## config.mk

```make
export PLATFORM = sky130hd
export DESIGN_NAME = audio_dac_serializer
export DESIGN_NICKNAME = d
export VERILOG_FILES = /design/src/rtl/audio_dac_serializer.sv
export SDC_FILE = /design/constraint.sdc
export NUM_CORES = 1
export LEC_CHECK = 0
export CORE_AREA = 2 2 73 89
export DETAILED_ROUTE_END_ITERATION = 16
export DIE_AREA = 0 0 75 91
export GPL_ROUTABILITY_DRIVEN = 0
export PLACE_DENSITY = 0.86
export SLEW_MARGIN = 10
export SYNTH_ARGS = -nofsm -noshare
export SYNTH_HDL_FRONTEND = slang
export SYNTH_SLANG_ARGS = --single-unit
```

## constraint.sdc

```tcl
create_clock -name clock -period 2.3 [get_ports clock]
set_input_delay 0.575 -clock clock [delete_from_list [all_inputs] [get_ports clock]]
set_output_delay 0.575 -clock clock [all_outputs]
set_load 0.05 [all_outputs]
```

## src/rtl/audio_dac_serializer.sv

```systemverilog
// ---------------------------------------------------------------------------
// audio_dac_serializer
//
// Purpose:
//   Sink end of the 32-bit sample path. Once per audio frame it latches the
//   offset-binary sample bus (0x80000000 = silence) and converts it to two's
//   complement by inverting the MSB. It then serializes the word MSB-first to
//   the board audio codec. The input is mono, so the same word is sent on both
//   the left and the right channel.
//
// Configuration:
//   AUDIO_DAC_I2S_MODE_EN  undefined -> left-justified format (LRCK high = left)
//                          defined   -> Philips I2S format (LRCK low = left,
//                                       data delayed one BCLK, CH_BITS >= 33)
//
// Parameters:
//   BCLK_HALF  system clocks per BCLK half-period (>= 2)
//   CH_BITS    BCLK slots per channel (>= 32); a frame is 2*CH_BITS slots
//
// Ports:
//   clock         in   system clock
//   reset         in   synchronous, active-high reset
//   iSound[31:0]  in   offset-binary sample, held stable by the source
//   iMute         in   1 = transmit silence (all-zero two's complement)
//   oSampleTaken  out  one-clock pulse when iSound is latched (frame start)
//   oBclk         out  codec bit clock
//   oLrck         out  codec DAC left/right clock
//   oDacdat       out  codec serial data
// ---------------------------------------------------------------------------
module audio_dac_serializer #(
  parameter int BCLK_HALF = 4,
  parameter int CH_BITS   = 32
) (
  input  logic        clock,
  input  logic        reset,
  input  logic [31:0] iSound,
  input  logic        iMute,
  output logic        oSampleTaken,
  output logic        oBclk,
  output logic        oLrck,
  output logic        oDacdat
);

  localparam int SLOTS = 2 * CH_BITS;
  localparam int SW    = $clog2(SLOTS);
  localparam int HW    = $clog2(BCLK_HALF);

  // Elaboration-time parameter checks.
  if (BCLK_HALF < 2) begin : g_bad_bclk_half
    $error("audio_dac_serializer: BCLK_HALF must be >= 2");
  end
  if (CH_BITS < 32) begin : g_bad_ch_bits
    $error("audio_dac_serializer: CH_BITS must be >= 32");
  end
`ifdef AUDIO_DAC_I2S_MODE_EN
  if (CH_BITS < 33) begin : g_bad_i2s_ch_bits
    $error("audio_dac_serializer: I2S mode needs CH_BITS >= 33");
  end
`endif

  logic [HW-1:0] half_cnt_q, half_cnt_d;
  logic          bclk_q, bclk_d;
  logic [SW-1:0] bit_cnt_q, bit_cnt_d;
  logic          lrck_q, lrck_d;
  logic          dac_q, dac_d;
  logic          taken_q, taken_d;
  logic [31:0]   shift_q, shift_d;
  logic [31:0]   held_q, held_d;

  logic          half_term;
  logic          fall_ev;
  logic [SW-1:0] slot_next;
  logic          is_right;
  logic [SW-1:0] ch_idx;
  logic [31:0]   sample_word;

  assign half_term = (half_cnt_q == HW'(BCLK_HALF - 1));
  // A terminal count while BCLK is high is the 1->0 toggle.
  assign fall_ev   = half_term && bclk_q;

  // Slot that becomes current at the next fall event.
  assign slot_next = (bit_cnt_q == SW'(SLOTS - 1)) ? '0 : bit_cnt_q + SW'(1);
  assign is_right  = (slot_next >= SW'(CH_BITS));
  assign ch_idx    = is_right ? (slot_next - SW'(CH_BITS)) : slot_next;

  // Offset binary -> two's complement is a flip of the MSB.
  assign sample_word = iMute ? 32'h0 : {~iSound[31], iSound[30:0]};

  always_comb begin
    half_cnt_d = half_term ? '0 : half_cnt_q + HW'(1);
    bclk_d     = half_term ? ~bclk_q : bclk_q;
    bit_cnt_d  = bit_cnt_q;
    lrck_d     = lrck_q;
    dac_d      = dac_q;
    taken_d    = 1'b0;
    shift_d    = shift_q;
    held_d     = held_q;

    if (fall_ev) begin
      bit_cnt_d = slot_next;
`ifdef AUDIO_DAC_I2S_MODE_EN
      // I2S: slot 0 of each channel still carries the LSB of the word sent
      // before it, and the new word's MSB follows one BCLK later. held_q is
      // both the previous right word and the current left word, so its LSB
      // is the right bit for both channel-start slots.
      lrck_d = is_right;
      if (slot_next == '0) begin
        held_d  = sample_word;
        shift_d = sample_word;
        dac_d   = held_q[0];
        taken_d = 1'b1;
      end else if (slot_next == SW'(CH_BITS)) begin
        shift_d = held_q;
        dac_d   = held_q[0];
      end else if (ch_idx <= SW'(32)) begin
        dac_d   = shift_q[31];
        shift_d = shift_q << 1;
      end else begin
        dac_d   = 1'b0;
      end
`else
      // Left-justified: the MSB goes out in the channel's first slot. The
      // shifter is loaded pre-shifted because that MSB is driven straight
      // from the loaded word on the same edge.
      lrck_d = ~is_right;
      if (slot_next == '0) begin
        held_d  = sample_word;
        shift_d = sample_word << 1;
        dac_d   = sample_word[31];
        taken_d = 1'b1;
      end else if (slot_next == SW'(CH_BITS)) begin
        shift_d = held_q << 1;
        dac_d   = held_q[31];
      end else if (ch_idx < SW'(32)) begin
        dac_d   = shift_q[31];
        shift_d = shift_q << 1;
      end else begin
        dac_d   = 1'b0;
      end
`endif
    end
  end

  always_ff @(posedge clock) begin
    if (reset) begin
      half_cnt_q <= '0;
      bclk_q     <= 1'b0;
      // Parked on the last slot so that the first fall event is a frame start.
      bit_cnt_q  <= SW'(SLOTS - 1);
      lrck_q     <= 1'b0;
      dac_q      <= 1'b0;
      taken_q    <= 1'b0;
      shift_q    <= '0;
      held_q     <= '0;
    end else begin
      half_cnt_q <= half_cnt_d;
      bclk_q     <= bclk_d;
      bit_cnt_q  <= bit_cnt_d;
      lrck_q     <= lrck_d;
      dac_q      <= dac_d;
      taken_q    <= taken_d;
      shift_q    <= shift_d;
      held_q     <= held_d;
    end
  end

  assign oSampleTaken = taken_q;
  assign oBclk        = bclk_q;
  assign oLrck        = lrck_q;
  assign oDacdat      = dac_q;

endmodule

```

## Word level (Yosys, flattened, before mapping)

Index checks and enable logic that the tools add are counted.

| cells by class | value |
|---|---|
| equal/unequal tests | 3 |
| magnitude comparators | 2 |
| reductions and logical operators | 7 |
| $add $sub $neg | 3 |
| mux-type cells | 10 |
| bitwise gates (word level) | 4 |

Operator list:

| kind | number |
|---|---|
| 32-bit two-way mux | 4 |
| 6-bit equality test, second input constant | 2 |
| 6-bit two-way mux | 2 |
| 6-bit by 1-bit adder with 6-bit output, second input constant | 1 |
| 6-bit greater-or-equal comparator, second input constant | 1 |
| 6-bit zero test | 1 |
| 6-bit < comparator, second input constant | 1 |
| 6-bit subtractor, second input constant | 1 |
| 1-bit two-way mux | 4 |
| 1-bit NOT | 4 |
| 2-bit AND reduction | 2 |
| 2-bit OR reduction | 2 |
| 3-bit nonzero test | 1 |
| 2-bit by 1-bit adder with 2-bit output, second input constant | 1 |
| 2-bit equality test, second input constant | 1 |
| 1-bit logical AND | 1 |

| storage, ports and cells | value |
|---|---|
| register bits after elaboration | 76 |
| logic and storage cells | 37 |
| input port bits | 35 |

## Longest topological paths before layout

| depth | value |
|---|---|
| word-level depth | 8 |
| depth in mapped cells | 8 |

## Worst setup path after synthesis

No wires, ideal clock.

| path | value |
|---|---|
| kind | register to register |
| start | reg bclk_q (netlist: oBclk) |
| end | reg held_q[10] |
| arrival time | 1966 ps |
| cell stages (with the launch flop) | 8 |
| slack | 274 ps |
| setup time | 60 ps |
| period minus slack after synthesis | 2026 ps |
| data required time | 2240 ps |
| path through | dfxtp_1 and2_1 buf_2 nand2b_1 a211oi_4 and2b_4 buf_6 a22o_1 |

| between the ends | value |
|---|---|
| longest elaborated chain between the ends | 2 |

Ends and longest elaborated chain:

| item | RTL line | RTL |
|---|---|---|
| start: declaration | 62 | `logic bclk_q, bclk_d;` |
| start signal: assignment | 157 | `bclk_q <= bclk_d;` |
| 1-bit logical AND | 79 | `assign fall_ev = half_term && bclk_q;` |
| 2-bit AND reduction (no line) | - |  |
| end signal: assignment | 163 | `held_q <= held_d;` |
| end: declaration | 68 | `logic [31:0] held_q, held_d;` |

Every way passes these cells.
A chain may end at the register's enable or synchronous reset.

## Worst setup path in the final report

| path | value |
|---|---|
| start | reg bclk_q (netlist: oBclk) |
| end | out oBclk |

RTL lines:

| item | RTL line | RTL |
|---|---|---|
| end: declaration | 39 | `output logic oBclk,` |

No word-level cell between the ends.

==> run_results.csv <==
group,metric,value,unit
cells_and_area,fin_cells,421,
die,die_area,0.00683,mm2
setup_path,crit_chain,"clkdlybuf4s50_1",
timing,fin_crit_sh,92.7,%
global_route,antenna_found_initial,0,
synthesis,yosysWarnings,0,
clock_tree,clock_latency,0.35,ns
place,port_buffers,38,
hold_path,hold_class,"register to register",
clock_tree,path_clk_slew,0.08,ns
setup_path,worst-path-max-fanout,4,
setup_path,path_class,"register to primary output",
routing,wirelength,6950,um
job,cap_viol_max_count,0,
setup_path,timing.rr.start,"half_cnt_q[0]",
setup_path,cp.depth,1,
routing,vias,2510,
timing,fin_tns_setup,0,ns
pwr,leakagePower,1.59,nW
timing,fin_crit,2.13,ns
place,pre_cts_slack,0.00361,ns
synthesis,synth.net_count,329,
synthesis,postSynthCellCount,291,
setup_path,crit_arrival,1.56,ns
cells_and_area,drive_above_1_share,14.2,%
synthesis,synth_edf_count,0,
setup_path,required,1.73,ns
routing,wl_per_cell,16.5,um
routing,first_pass_iters,4,
global_route,grt_pass1_wl,11600,um
place,dp_hpwl,4610,um
synthesis,async_flop_share,0,%
status,status,"finished, final reports clean",
routing,vias_per_cell,5.96,
die,ios,39,
routing,first_iter_violations,224,
synthesis,yosysSeqAreaShare,46.5,%
global_route,grt_overflow,0,
timing,finalHoldViolCount,0,
clock_tree,cts_tree,"built",
cells_and_area,antennaDiodeCount,0,
clock_tree,ctsHtreeMaxLevel,3,
synthesis,ys.flop_type,"dfxtp_1",
die,die_h,91,um
setup_path,slowest_delay,0.82,ns
synthesis,ys_ff_latch,75,
synthesis,synth_top_area_share,46.5,%
setup_path,cp-start-kind,"register",
clock_tree,cts_setup_buffers,0,
setup_path,cpLargestDelayFamily,"buffers and inverters",
timing,worst_slew_pin_slew,0.624,ns
cells_and_area,area_growth,21.1,%
clock_tree,cts_made_buffers,9,
setup_path,cp_num_buf_inv,1,
die,placement_rows,31,
synthesis,postSynthAreaPerCell,11.1,um2
hold_path,holdPathStages,1,
timing,fin_skew,0.00942,ns
cells_and_area,nNetsFinal,372,
routing,ant_nets,0,
hold_path,min_to,"half_cnt_q[0]",
cells_and_area,postLayoutCoreUtil,66.0,%
global_route,grt_use_total,22.1,%
clock_tree,clkSinkCount,75,
timing,finalWorstSetupSlack,0.168,ns
die,chipWidth,75,um
synthesis,syn_area,0.00323,mm2
timing,setup_viol,0,
clock_tree,cts_hold_buf,0,
global_route,grt_max_degree,31,
setup_path,critPathCaptureType,"primary output",
synthesis,netlist.top_cell.by_area,"dfxtp_1",
place,placedCellCount,405,
clock_tree,cts_buffer_depth,2,
setup_path,rr_worst_depth,7,
timing,max_freq,469,MHz
timing,finalMaxSlewViolations,0,
setup_path,rrSetupSlack,0.18,ns
die,core_area,0.00593,mm2
pwr,peakVddDrop,0.426,mV
die,initial_utilization,54.5,%
routing,drcViolationCount,0,
clock_tree,root_buffer,"clkbuf_8",
synthesis,synth_area_leaders,"dfxtp_1 (46%), a22o_1 (12%), a221o_1 (9.9%), mux2i_1 (5.3%), nor2b_1 (3.7%)",
timing,rsz0062_at_grt,"no",
synthesis,synthTopCellsByCount,"dfxtp_1 (75), a22o_1 (46), a221o_1 (32)",
setup_path,r2r_end,"shift_q[24]",
hold_path,hp-start,"half_cnt_q[0]",
synthesis,ys_types,41,
global_route,grt_pass1_vias,2415,
synthesis,synth_most_common_cell,"dfxtp_1",
setup_path,critical-path-slowest-cell,"clkdlybuf4s50_1",
timing,relSlewSlack,58.4,%
pwr,power_density,618,mW/mm2
-- report_power, final --
group	total, mW	leakage, nW	internal (mW)	switching [mW]
Sequential	1.31	0.604	1.31	0.00713
Combinational	0.172	0.897	0.0938	0.0785
Clock	0.932	0.0880	0.452	0.481
-- routing by layer --
metal	up-vias	wire, um	track usage, %
met5	-	0	0
met4	0	112	10.3
met3	9	378	5.22
met2	76	3440	33.2
met1	1226	3010	29.5
li1	1199	-	-
-- cell usage in the layout (no fill, tap or decap), drive strengths merged, types with 3 or more instances in the layout --
cell type,instances
clkbuf,11
a211oi,3
clkdlybuf4s50,38
a21oi,4
nand2,8
nor2,24
mux2i,17
buf,18
clkinvlp,3
nand2b,5
ha,3
a22o,46
and2,3
nor2b,19
a221o,32
dfxtp,75
-- state kept, by name, indices dropped and copies added (netlist names) --
name	flops
bit_cnt_q	6
half_cnt_q	2
held_q	32
oBclk	1
oDacdat	1
oLrck	1
oSampleTaken	1
shift_q	31
-- kinds of logic after synthesis --
group           synth area share, %
compound gates                 28.3
xor+xnor                      0.813
simple gates                   12.5
flops                          46.5
buf+inv                        5.46
fa+ha+maj                      1.16
mux                            5.27
-- what timing repair did --
action | in CTS | in global routing
resized for setup | 0 | 2
hold endpoints to repair | 0 | 0
setup endpoints to repair | 0 | 30
-- worst max path at each step --
stage                        startpoint           to  slack [ns]
after floorplan                   oBclk   held_q[10]        0.27
after global placement            reset  shift_q[22]        0.03
after detailed placement          reset  shift_q[15]       0.004
after CTS                  bit_cnt_q[0]  shift_q[24]        0.09
after global routing      half_cnt_q[0]   held_q[15]       0.006
final                             oBclk        oBclk        0.17
-- area by class of cell --
class,instances,area (um2)
fillers,470,2020
clock buffers,11,151
repair buffers,56,553
multi-input cells,191,1560
clock inverters,5,36.3
well taps,82,103
inverters,1,3.75
flip-flops and latches,75,1500
-- stage by stage --
step                      hold WS [ns]  instance area (um2)  power [mW]
after detailed placement         0.424                 3720        1.52
after CTS                        0.435                 3910        2.44
final                            0.431                 3920        2.42
after floorplan                  0.404                 3230        1.42
after global routing             0.456                 3920        2.51
after global placement           0.413                 3720        1.51
(Power assumes the default switching activity.)
